--- src/rtl/module_captura_operandos_pkg.sv ---
// Shared types and key codes for the keypad operand-capture block.
package pkg_captura;

    typedef enum logic [1:0] {
        CAPT_A = 2'b00,
        CAPT_B = 2'b01,
        DONE   = 2'b10
    } state_t;

    localparam logic [3:0] KEY_ENTER = 4'hA;
    localparam logic [3:0] KEY_CLR   = 4'hB;
    localparam logic [3:0] KEY_ABORT = 4'hC;

    function automatic logic is_digit(input logic [3:0] key);
        return (key <= 4'd9);
    endfunction

endpackage

--- src/rtl/module_captura_operandos_bcd2bin.sv ---
// Combinational packed-BCD to binary converter; least significant digit in bits [3:0].
module module_bcd2bin #(
    parameter int MAX_DIGITS = 2,
    parameter int OP_W       = 8
) (
    input  logic [4*MAX_DIGITS-1:0] bcd_i,
    output logic [OP_W-1:0]         bin_o
);

    logic [OP_W-1:0] acc;
    logic [OP_W-1:0] weight;

    // Weight past the top digit may wrap; it is never used.
    always_comb begin
        acc    = '0;
        weight = OP_W'(1);
        for (int unsigned i = 0; i < MAX_DIGITS; i++) begin
            acc    = acc + OP_W'(bcd_i[4*i +: 4]) * weight;
            weight = weight * OP_W'(10);
        end
        bin_o = acc;
    end

endmodule

--- src/rtl/module_captura_operandos.sv ---
// Keypad operand capture: builds operands A and B from decimal key events.
// Optional macro CAPTURA_BACKSPACE_EN turns CLEAR into a single-digit backspace.
module module_captura_operandos
    import pkg_captura::*;
#(
    parameter int MAX_DIGITS = 2,
    parameter int OP_W       = 8
) (
    input  logic                    clk,
    input  logic                    rst,
    input  logic                    data_available,
    input  logic [3:0]              dato_i,
    input  logic                    op_ready,
    output logic [OP_W-1:0]         op_a,
    output logic [OP_W-1:0]         op_b,
    output logic                    op_valid,
    output logic [4*MAX_DIGITS-1:0] entry_bcd,
    output logic [1:0]              state_o
);

    localparam int ENTRY_W = 4 * MAX_DIGITS;
    localparam int CW      = $clog2(MAX_DIGITS + 1);
    localparam logic [CW-1:0] CNT_MAX = CW'(MAX_DIGITS);

    state_t              state_q, state_d;
    logic [ENTRY_W-1:0]  entry_q, entry_d;
    logic [CW-1:0]       count_q, count_d;
    logic [OP_W-1:0]     op_a_q, op_a_d;
    logic [OP_W-1:0]     op_b_q, op_b_d;
    logic                op_valid_q, op_valid_d;
    logic                da_q, da_d;
    logic                key_evt;
    logic [OP_W-1:0]     entry_bin;

    module_bcd2bin #(
        .MAX_DIGITS (MAX_DIGITS),
        .OP_W       (OP_W)
    ) u_bcd2bin (
        .bcd_i (entry_q),
        .bin_o (entry_bin)
    );

    always_comb begin
        state_d    = state_q;
        entry_d    = entry_q;
        count_d    = count_q;
        op_a_d     = op_a_q;
        op_b_d     = op_b_q;
        op_valid_d = op_valid_q;
        da_d       = data_available;
        key_evt    = data_available & ~da_q;

        case (state_q)
            CAPT_A, CAPT_B: begin
                if (key_evt) begin
                    if (is_digit(dato_i)) begin
                        if (count_q < CNT_MAX) begin
                            entry_d = (entry_q << 4) | ENTRY_W'(dato_i);
                            count_d = count_q + 1'b1;
                        end
                    end else if (dato_i == KEY_ENTER) begin
                        if (count_q != '0) begin
                            if (state_q == CAPT_A) begin
                                op_a_d  = entry_bin;
                                state_d = CAPT_B;
                            end else begin
                                op_b_d     = entry_bin;
                                op_valid_d = 1'b1;
                                state_d    = DONE;
                            end
                            entry_d = '0;
                            count_d = '0;
                        end
                    end else if (dato_i == KEY_CLR) begin
`ifdef CAPTURA_BACKSPACE_EN
                        if (count_q != '0) begin
                            entry_d = entry_q >> 4;
                            count_d = count_q - 1'b1;
                        end
`else
                        entry_d = '0;
                        count_d = '0;
`endif
                    end else if (dato_i == KEY_ABORT) begin
                        op_a_d     = '0;
                        op_b_d     = '0;
                        entry_d    = '0;
                        count_d    = '0;
                        op_valid_d = 1'b0;
                        state_d    = CAPT_A;
                    end
                end
            end
            DONE: begin
                if (op_valid_q && op_ready) begin
                    op_valid_d = 1'b0;
                    state_d    = CAPT_A;
                end
                // ABORT may coincide with the handshake; both take effect.
                if (key_evt && (dato_i == KEY_ABORT)) begin
                    op_a_d     = '0;
                    op_b_d     = '0;
                    entry_d    = '0;
                    count_d    = '0;
                    op_valid_d = 1'b0;
                    state_d    = CAPT_A;
                end
            end
            default: begin
                state_d = CAPT_A;
            end
        endcase
    end

    always_ff @(posedge clk or negedge rst) begin
        if (!rst) begin
            state_q    <= CAPT_A;
            entry_q    <= '0;
            count_q    <= '0;
            op_a_q     <= '0;
            op_b_q     <= '0;
            op_valid_q <= 1'b0;
            da_q       <= 1'b0;
        end else begin
            state_q    <= state_d;
            entry_q    <= entry_d;
            count_q    <= count_d;
            op_a_q     <= op_a_d;
            op_b_q     <= op_b_d;
            op_valid_q <= op_valid_d;
            da_q       <= da_d;
        end
    end

    assign op_a      = op_a_q;
    assign op_b      = op_b_q;
    assign op_valid  = op_valid_q;
    assign entry_bcd = entry_q;
    assign state_o   = state_q;

endmodule
--- config.mk ---
export PLATFORM = sky130hd
export DESIGN_NAME = module_captura_operandos
export DESIGN_NICKNAME = d
export VERILOG_FILES = /design/src/rtl/module_captura_operandos_pkg.sv /design/src/rtl/module_captura_operandos_bcd2bin.sv /design/src/rtl/module_captura_operandos.sv
export SDC_FILE = /design/constraint.sdc
export NUM_CORES = 1
export LEC_CHECK = 0
export CAP_MARGIN = 0
export CORE_AREA = 2 2 60 68
export CTS_BUF_LIST = sky130_fd_sc_hd__clkbuf_4 sky130_fd_sc_hd__clkbuf_8
export DETAILED_ROUTE_END_ITERATION = 8
export DIE_AREA = 0 0 62 70
export PLACE_DENSITY = 0.76
export RECOVER_POWER = 25
export SYNTH_ARGS = -nofsm -noshare
export SYNTH_HDL_FRONTEND = slang
export SYNTH_SLANG_ARGS = --single-unit
--- constraint.sdc ---
create_clock -name clk -period 2.53 [get_ports clk]
set_input_delay 0.6325 -clock clk [delete_from_list [all_inputs] [get_ports clk]]
set_output_delay 0.6325 -clock clk [all_outputs]
set_load 0.03 [all_outputs]
After elaboration in Yosys (flattened, before gate mapping)
Index checks and enable logic that the tools add are counted.
Word-level totals
  bits in registers: 30
  logic and storage cells: 93
Cells by class
  add/sub/neg operators: 2
  $mul: 1
  $lt $le $gt $ge: 2
  equality and inequality tests: 17
  multiplexer cells: 50
  bitwise operators: 3
  reduce and logical (&&, ||, !) cells: 11
Operators by type and width (number)
  $mux W8: 19
  $pmux W8 S2: 3
  $mux W2: 16
  $reduce_and A8 Y1: 3
  $ne A3 B3 Y1 const B: 7
  $eq A4 B4 Y1 const B: 3
  $reduce_and A6 Y1: 2
  $mux W1: 9
  $add A4 B8 Y8: 1
  $or A8 B4 Y8: 1
  $pmux W2 S2: 2
  $mul A4 B3 Y7 const B: 1
  $ne A2 B2 Y1 const B: 3
  $ne A5 B5 Y1 const B: 1
  $le A4 B4 Y1 const B: 1
  $ne A4 B4 Y1 const B: 1
  $reduce_bool A2 Y1: 2
  $add A2 B1 Y2 const B: 1
  $eq A2 B1 Y1 const B: 1
  $eq A2 B2 Y1 const B: 1
  $logic_and A1 B1 Y1: 2
  $logic_not A2 Y1: 1
  $lt A2 B2 Y1 const B: 1
  $pmux W1 S2: 1
  3 further kinds: 3

Longest topological paths before layout
Gate-level depths: netlist of the first run.
  word-level depth: 8
  depth in mapped cells: 8
  depth with buffers taken out: 8

Cells and area by module
Synthesis of the first run repeated with hierarchy kept, for this count alone.
Unflattened totals
  cell total of the unflattened synthesis: 159
  area total of the unflattened synthesis: 1667.8 um^2
Modules (own cells, without submodules)
  module_captura_operandos: instances 1, cells each 128, area an instance 1383.8 um^2
  module_bcd2bin: instances 1, cells each 31, area an instance 284.0 um^2

Worst setup path before layout of the first run
OpenSTA, ideal clock, no wires.
  path type: reg-to-reg
  start point: register entry_q[7] (netlist: entry_bcd[7])
  end point: register op_b_q[6] (netlist: op_b[6])
  library setup time: 0.125 ns
  data arrival time: 2.401 ns
  setup slack: 0.004 ns
  cell stages (with the launch flop): 9
  buffers on the path: 0
  cells stage by stage: dfrtp_1 -> ha_1 -> ha_1 -> inv_1 -> fa_1 -> nor4b_1 -> xnor2_1 -> nor2_1 -> mux2_2
On the way
  cells in the longest elaborated chain, start to end: 8
Ends and longest elaborated chain
  start, declared: RTL line module_captura_operandos.sv:26  | logic [ENTRY_W-1:0] entry_q, entry_d;
  start signal, assigned: RTL line module_captura_operandos.sv:126  | entry_q <= entry_d;
  $mul A4 B3 Y7: RTL line module_captura_operandos_bcd2bin.sv:18  | acc = acc + OP_W'(bcd_i[4*i +: 4]) * weight;
  $add A4 B8 Y8: RTL line module_captura_operandos_bcd2bin.sv:18
  $mux W8: RTL line module_captura_operandos.sv:63  | if (state_q == CAPT_A) begin
  $mux W8: RTL line module_captura_operandos.sv:62  | if (count_q != '0) begin
  $mux W8: RTL line module_captura_operandos.sv:61  | end else if (dato_i == KEY_ENTER) begin
  $mux W8: RTL line module_captura_operandos.sv:56  | if (is_digit(dato_i)) begin
  $mux W8: RTL line module_captura_operandos.sv:55  | if (key_evt) begin
  $pmux W8 S2: RTL line module_captura_operandos.sv:53  | case (state_q)
  end signal, assigned: RTL line module_captura_operandos.sv:129  | op_b_q <= op_b_d;
  end, declared: RTL line module_captura_operandos.sv:29  | logic [OP_W-1:0] op_b_q, op_b_d;
Every way passes these cells. The select of a mux whose other input is x is not followed.
A chain may end at the register's enable or synchronous reset.

Final worst setup path of the first run
  start point: register entry_q[5] (netlist: entry_bcd[5])
  end point: register op_a_q[6] (netlist: op_a[6])
On the way
  cells in the longest elaborated chain, start to end: 8
Ends and longest elaborated chain
  $mul A4 B3 Y7: RTL line module_captura_operandos_bcd2bin.sv:18
  $add A4 B8 Y8: RTL line module_captura_operandos_bcd2bin.sv:18
  $mux W8: RTL line module_captura_operandos.sv:63
  $mux W8: RTL line module_captura_operandos.sv:62
  $mux W8: RTL line module_captura_operandos.sv:61
  $mux W8: RTL line module_captura_operandos.sv:56
  $mux W8: RTL line module_captura_operandos.sv:55
  $pmux W8 S2: RTL line module_captura_operandos.sv:53
  end signal, assigned: RTL line module_captura_operandos.sv:128  | op_a_q <= op_a_d;
  end, declared: RTL line module_captura_operandos.sv:28  | logic [OP_W-1:0] op_a_q, op_a_d;
Every way passes these cells. The select of a mux whose other input is x is not followed.

==> flow_summary.yaml, run 1 <==
power:
  clkPwrFrac_pct: 34.8
  p_switching_w: 0.000542
  p_leak_nw: 1.01
  power_density_nw_per_um2: 760
  power_frac_seq_pct: 33.5
  ir_drop_mv: 0.535
  switching_share_pct: 31.2
  intPower_w: 0.00120
  pwr-share-comb_pct: 31.7
critical_path:
  startpoint_type: "register"
  path_max_fanout: 4
  slowest_delay_ns: 0.48
  crit_type: "reg -> reg"
  r2r_cells: 8
  cp.arrival_ns: 2.57
  worst_ep_required_time_ns: 2.70
  cpMaxStageDelayCell: "fa_1"
  endpoint_kind: "register"
  path_common_cell: "ha_1"
  path_cells: "ha_1 -> ha_1 -> inv_1 -> fa_1 -> nor4b_2 -> xnor2_1 -> nor2_1 -> mux2_2"
sta:
  max_slew_margin_pct: 50.2
  fin_crit_ns: 2.40
  max_freq_mhz: 418
  fin_crit_sh_pct: 94.7
  final.setup_skew_ns: 0.00322
  setup_viol: 0
  worst_slew_pin_slew_ns: 0.747
  finalHoldViolations: 0
  grt_setup_unrepaired: "no"
  tns_ns: 0
  drv_slew: 0
final_layout:
  nFillCells: 309
  layout-drive-gt1-share_pct: 16.8
  nets: 225
  final_cell_area_sq_um: 2290
  register_area_sq_um: 751
  area_growth_pct: 34.4
  stdcell_count: 260
  antenna_cells: 0
  multi_input_comb_area_sq_um: 892
yosys:
  synth_warnings: 0
  syn_inst: 163
  synth-seq-cells: 30
  seq_area_frac_synth_pct: 44.2
  syn_area_sq_um: 1700
  syn-num-nets: 181
  syn_avg_cell_area_sq_um: 10.4
  netlist-cell-type-count: 37
place:
  hpwl_mm: 2.49
  io_buffers: 34
  dpl_cell_area_sq_um: 2140
  gp_congestion: 0.777
  dp_cells: 252
clocking:
  cts_tree: "yes"
  cts_buffers: 5
  clkSlewWorstSetupHoldPaths_ns: 0.07
  cts_sinks: 30
  cts_hold_buf: 0
  clockRootBuffer: "clkbuf_8"
  clock_path_buffers: 2
  cts_max_level: 2
  worstSkewPairLatency_ns: 0.28
floorplanning:
  start_util_pct: 45.3
  die_w_um: 62
  fp-row-count: 24
  fp.coreArea_sq_um: 3750
  dieArea_sq_um: 4340
  ioPinCount: 35
  die_y_um: 70
drt:
  drc: 0
  vias_per_cell: 4.97
  drt-initial-drc-count: 31
  detail-route-antenna-nets: 0
  wire_per_inst_um: 12.6
  routed-via-count: 1293
  firstDrtPassIters: 4
  drt_wl_total_mm: 3.29
global_routing:
  antenna_found_initial: 0
  grt_pass1_wl_mm: 5.29
  grt_pass1_vias: 1195
  grt_max_degree: 31
  grt_overflow: 0
  grt.total_usage_pct: 16.7
job:
  maxCapViolations: 0
run_status:
  outcome: "finished, final reports clean"
min_path:
  min_path_cells: 1
  hold_class: "reg -> reg"
[stage by stage]
| step | hold WS, ns | power, W | setup WS (ns) | utilization, % |
|---|---|---|---|---|
| detailed placement | 0.481 | 0.00114 | 0.0263 | 57.0 |
| finish | 0.489 | 0.00174 | 0.135 | 60.9 |
| global placement | 0.470 | 0.00113 | 0.0602 | 57.0 |
| floorplan | 0.337 | 0.000934 | 0.00395 | - |
| CTS | 0.496 | 0.00175 | 0.0646 | 60.8 |
| global route | 0.522 | 0.00184 | 0.0169 | 60.9 |
[cell families after synthesis]
family	share of synthesized area, %
compound gates	14.4
flops	44.2
mux	9.27
simple gates	17.1
buf+inv	3.75
xor+xnor	3.09
fa+ha+maj	8.24
[worst max-delay path: cells and delay by family, from the launching register on]
kind                     cells  cell delay (ns)
adder cells (fa/ha/maj)      3             1.01
AND/OR/NAND/NOR              2             0.41
flip-flops                   1             0.38
multiplexers                 1             0.26
XOR/XNOR                     1             0.15
buffers and inverters        1             0.07
[sequential cells by signal, summed over array words and instances, names as in the netlist]
| name | flops |
|---|---|
| op_valid | 1 |
| da_q | 1 |
| op_b | 8 |
| op_a | 8 |
| state_o | 2 |
| count_q | 2 |
| entry_bcd | 8 |
[power groups by stage]
stage                     clock, W  combinational (W)  sequential, W
after global routing      0.000640           0.000611       0.000590
after detailed placement         0           0.000551       0.000591
final                     0.000605           0.000551       0.000582
after floorplan                  0           0.000255       0.000679
after CTS                 0.000616           0.000553       0.000583
after global placement           0           0.000540       0.000588
[synthesized netlist by cell type (all sizes together)]
master / number / area [sq um]
a211oi: 2 / 15.0
a21oi: 7 / 57.6
a32o: 2 / 20.0
o22ai: 1 / 6.26
fa: 2 / 40.0
nor2: 9 / 33.8
a2111oi: 1 / 8.76
o31ai: 1 / 7.51
xor2: 2 / 17.5
and2: 1 / 6.26
nand4bb: 1 / 27.5
dfrtp: 30 / 751
nor2b: 2 / 12.5
and4bb: 1 / 12.5
o21ai: 18 / 97.6
nand3b: 1 / 7.51
nand2b: 3 / 18.8
nor3: 3 / 37.5
a21o: 2 / 15.0
inv: 10 / 37.5
a22oi: 1 / 7.51
nand2: 26 / 97.6
xnor2: 4 / 35.0
nor3b: 2 / 15.0
ha: 8 / 100
mux2: 14 / 158
nor4b: 1 / 8.76
and3: 2 / 12.5
buf: 5 / 26.3
o211a: 1 / 10.0
[layout by cell type, fill, tap and decap left out, types with 3 or more instances in the layout]
| cell type | count |
|---|---|
| inv_1 | 10 |
| ha_1 | 8 |
| mux2_1 | 3 |
| buf_4 | 7 |
| nor2_1 | 9 |
| o21ai_1 | 11 |
| clkdlybuf4s50_1 | 32 |
| dfrtp_1 | 30 |
| a21oi_1 | 5 |
| clkbuf_8 | 6 |
| xnor2_1 | 4 |
| nand2_1 | 26 |
| o21ai_0 | 5 |
| nand2b_1 | 3 |
| mux2_2 | 11 |
[path summary, 6_finish.rpt]
kind                                     startpoint                       end  slack [ns]
min in group asynchronous                       rst  entry_bcd[7]$_DFFE_PN0P_        0.95
min                             op_b[0]$_DFFE_PN0P_       op_b[0]$_DFFE_PN0P_        0.49
max                        entry_bcd[5]$_DFFE_PN0P_       op_a[6]$_DFFE_PN0P_        0.13
min reg2reg                     op_b[0]$_DFFE_PN0P_       op_b[0]$_DFFE_PN0P_        0.49
max in group asynchronous                       rst       op_b[0]$_DFFE_PN0P_        1.11
max reg2reg                entry_bcd[5]$_DFFE_PN0P_       op_a[6]$_DFFE_PN0P_        0.13
[final cells by class]
class	count	share of cell area (%)
repair buffers	42	17.4
clock inverters	2	2.63
multi-input cells	118	39.0
flip-flops and latches	30	32.8
inverters	10	1.64
clock buffers	6	3.61
well taps	52	2.85
[per-layer routing]
layer,global-route usage [%],part of all wire [%],routed length [um],vias to the layer above
met5,0,0,0,-
met2,26.2,48,1590,28
met1,20.3,46,1520,608
li1,-,-,-,651
met4,8.04,2.0,66,0
met3,5.19,3.3,110,6
[what timing repair did]
item,in CTS,in global routing
endpoints found under the setup margin,0,2
buffers inserted,0,0
resized for setup,0,1
endpoints found under the hold margin,0,0
No activity file was read; power rests on OpenSTA's default activity.
==> run 2: changes to the inputs <==
--- a/config.mk
+++ b/config.mk
@@ -5,12 +5,14 @@
 export SDC_FILE = /design/constraint.sdc
 export NUM_CORES = 1
 export LEC_CHECK = 0
+export ABC_CLOCK_PERIOD_IN_PS = 2530
 export CAP_MARGIN = 0
-export CORE_AREA = 2 2 60 68
+export CORE_AREA = 2 2 55 62
 export CTS_BUF_LIST = sky130_fd_sc_hd__clkbuf_4 sky130_fd_sc_hd__clkbuf_8
 export DETAILED_ROUTE_END_ITERATION = 8
-export DIE_AREA = 0 0 62 70
-export PLACE_DENSITY = 0.76
+export DIE_AREA = 0 0 57 64
+export DONT_BUFFER_PORTS = 1
+export PLACE_DENSITY = 0.75
 export RECOVER_POWER = 25
 export SYNTH_ARGS = -nofsm -noshare
 export SYNTH_HDL_FRONTEND = slang
==> run 2 against run 1 <==
Effect of this change:
- the flow now finishes with violations (max-capacitance violations, max-slew violations)
- flip-flop and latch count is the same
- first-iteration DRC count grew 52%
- maximum frequency decreased by 0.70%
- design area is 19% lower
- die area shrank 16%
- critical path depth unchanged
- sequential power up 5.2%
- clock power shrank 49%
- combinational power decreased by 18%
==> flow_summary.yaml, run 2 (synthesis gave the netlist of run 1 again) <==
run_status:
  outcome: "complete, but fails checks"
  violations: "max-capacitance violations, max-slew violations"
global_routing:
  grt_max_degree: 31
  grt_overflow: 0
  grt.total_usage_pct: 22.3
  grt_pass1_vias: 1279
  grt_pass1_wl_mm: 6.13
  antenna_found_initial: 0
critical_path:
  cp_num_buf_inv: 1
  r2r_cells: 8
  cpMaxStageDelayCell: "fa_1"
  path_cells: "ha_1 -> ha_1 -> inv_1 -> fa_1 -> nor4b_2 -> xnor2_1 -> nor2_1 -> mux2_2"
  ff2ff_setup_slack_ns: 0.12
  startpoint_type: "register"
  crit_type: "reg -> reg"
  path_common_cell: "ha_1"
  r2r-start: "entry_bcd[5]$_DFFE_PN0P_"
  cpLargestDelayFamily: "adder cells"
  path_max_fanout: 4
  slowest_delay_ns: 0.48
  r2r-end: "op_b[6]$_DFFE_PN0P_"
  endpoint_kind: "register"
  worst_ep_required_time_ns: 2.76
  cp.arrival_ns: 2.65
floorplanning:
  start_util_pct: 56.8
  fp-row-count: 21
  die_y_um: 64
  dieArea_sq_um: 3650
  ioPinCount: 35
  die_w_um: 57
  fp.coreArea_sq_um: 3000
drt:
  firstDrtPassIters: 4
  vias_per_cell: 5.83
  drc: 0
  wire_per_inst_um: 16.8
  drt_wl_total_mm: 3.54
  routed-via-count: 1224
  drt-initial-drc-count: 47
  detail-route-antenna-nets: 0
clocking:
  clock_path_buffers: 2
  worstSkewPairLatency_ns: 0.34
  cts_max_level: 2
  cts_sinks: 30
  clkSlewWorstSetupHoldPaths_ns: 0.09
  cts_tree: "yes"
  cts_buffers: 5
  cts_setup_buffers: 0
  clockRootBuffer: "clkbuf_4"
power:
  ir_drop_mv: 0.527
  intPower_w: 0.000850
  power_frac_seq_pct: 44.6
  pwr-share-comb_pct: 32.8
  p_switching_w: 0.000523
  switching_share_pct: 38.1
  p_leak_nw: 0.862
  clkPwrFrac_pct: 22.7
  power_density_nw_per_um2: 739
place:
  io_buffers: 0
  hpwl_mm: 2.56
  dp_cells: 201
  gp_congestion: 0.820
sta:
  max_slew_margin_pct: -6.16
  fin_crit_ns: 2.41
  max_freq_mhz: 415
  drv_slew: 31
  finalHoldViolations: 0
  final.setup_skew_ns: 0.00998
  fin_crit_sh_pct: 95.3
  worst_slew_pin_slew_ns: 1.59
  grt_setup_unrepaired: "no"
  tns_ns: 0
  setup_viol: 0
final_layout:
  layout-drive-gt1-share_pct: 20.5
  antenna_cells: 0
  area_growth_pct: 9.27
  nets: 193
  final_cell_mix: "30 x dfrtp_1, 26 x nand2_1, 11 x o21ai_1, 11 x mux2_2, 10 x inv_1"
  final_common_cell: "dfrtp_1"
  stdcell_count: 210
min_path:
  hold_class: "in -> reg"
  min_path_cells: 0
  hold-path-endpoint: "da_q$_DFF_PN0_"
  worstHoldStart: "data_available"
job:
  maxCapViolations: 1
run 2: cell count changes in the layout (fill, tap and decap cells not counted), sizes merged:
cell,before,now
dlygate4sd3,2,0
clkbuf,7,8
clkinv,0,1
bufinv,2,0
buf,7,9
clkdlybuf4s50,32,0
run 2: timing repair:
item | in CTS | in global routing
setup endpoints to repair | 0 | 2
hold endpoints to repair | 30 | 0
resized for setup | 0 | 1
hold buffers | 1 | 0
run 2: power by group through the flow:
stage / Combinational [W] / Clock (W) / Sequential [W]
6_report: 0.000450 / 0.000311 / 0.000612
5_1_grt: 0.000503 / 0.000331 / 0.000621
3_5_place_dp: 0.000428 / 0 / 0.000622
3_3_place_gp: 0.000413 / 0 / 0.000619
4_1_cts: 0.000446 / 0.000314 / 0.000613
2_1_floorplan: 0.000255 / 0 / 0.000679
run 2: worst max path at each step:
| stage | from | endpoint | slack (ns) | cells after the start |
|---|---|---|---|---|
| global placement | entry_bcd[5]$_DFFE_PN0P_ | op_b[6]$_DFFE_PN0P_ | 0.14 | 8 |
| global route | entry_bcd[5]$_DFFE_PN0P_ | op_a[6]$_DFFE_PN0P_ | 0.009 | 8 |
| finish | entry_bcd[5]$_DFFE_PN0P_ | op_b[6]$_DFFE_PN0P_ | 0.12 | 8 |
| CTS | entry_bcd[5]$_DFFE_PN0P_ | op_b[6]$_DFFE_PN0P_ | 0.05 | 8 |
| detailed placement | entry_bcd[5]$_DFFE_PN0P_ | op_b[6]$_DFFE_PN0P_ | 0.07 | 8 |
| floorplan | entry_bcd[7]$_DFFE_PN0P_ | op_b[6]$_DFFE_PN0P_ | 0.004 | 8 |
run 2: cell type report:
type | count | area (sq um)
fillers | 259 | 1140
multi-input cells | 118 | 892
flip-flops and latches | 30 | 751
repair buffers | 10 | 71.3
clock buffers | 7 | 58.8
well taps | 34 | 42.5
inverters | 10 | 37.5
clock inverters | 1 | 5.00
run 2: per-stage QoR:
stage                     utilization (%)  area (sq um)  hold WS [ns]  setup slack (ns)  power (W)
final                                62.0          1860         0.312             0.118    0.00137
after global routing                 62.0          1860         0.293           0.00855    0.00146
after global placement               59.6          1780         0.338             0.140    0.00103
after detailed placement             59.6          1780         0.338            0.0670    0.00105
after CTS                            62.4          1870         0.108            0.0510    0.00137
after floorplan                         -          1700         0.337           0.00395   0.000934
run 2: metal layers:
layer / global-route usage, % / wire, um
met1: 25.0 / 1370
met2: 39.1 / 1930
met3: 5.87 / 161
met4: 10.2 / 67
met5: 0 / 0
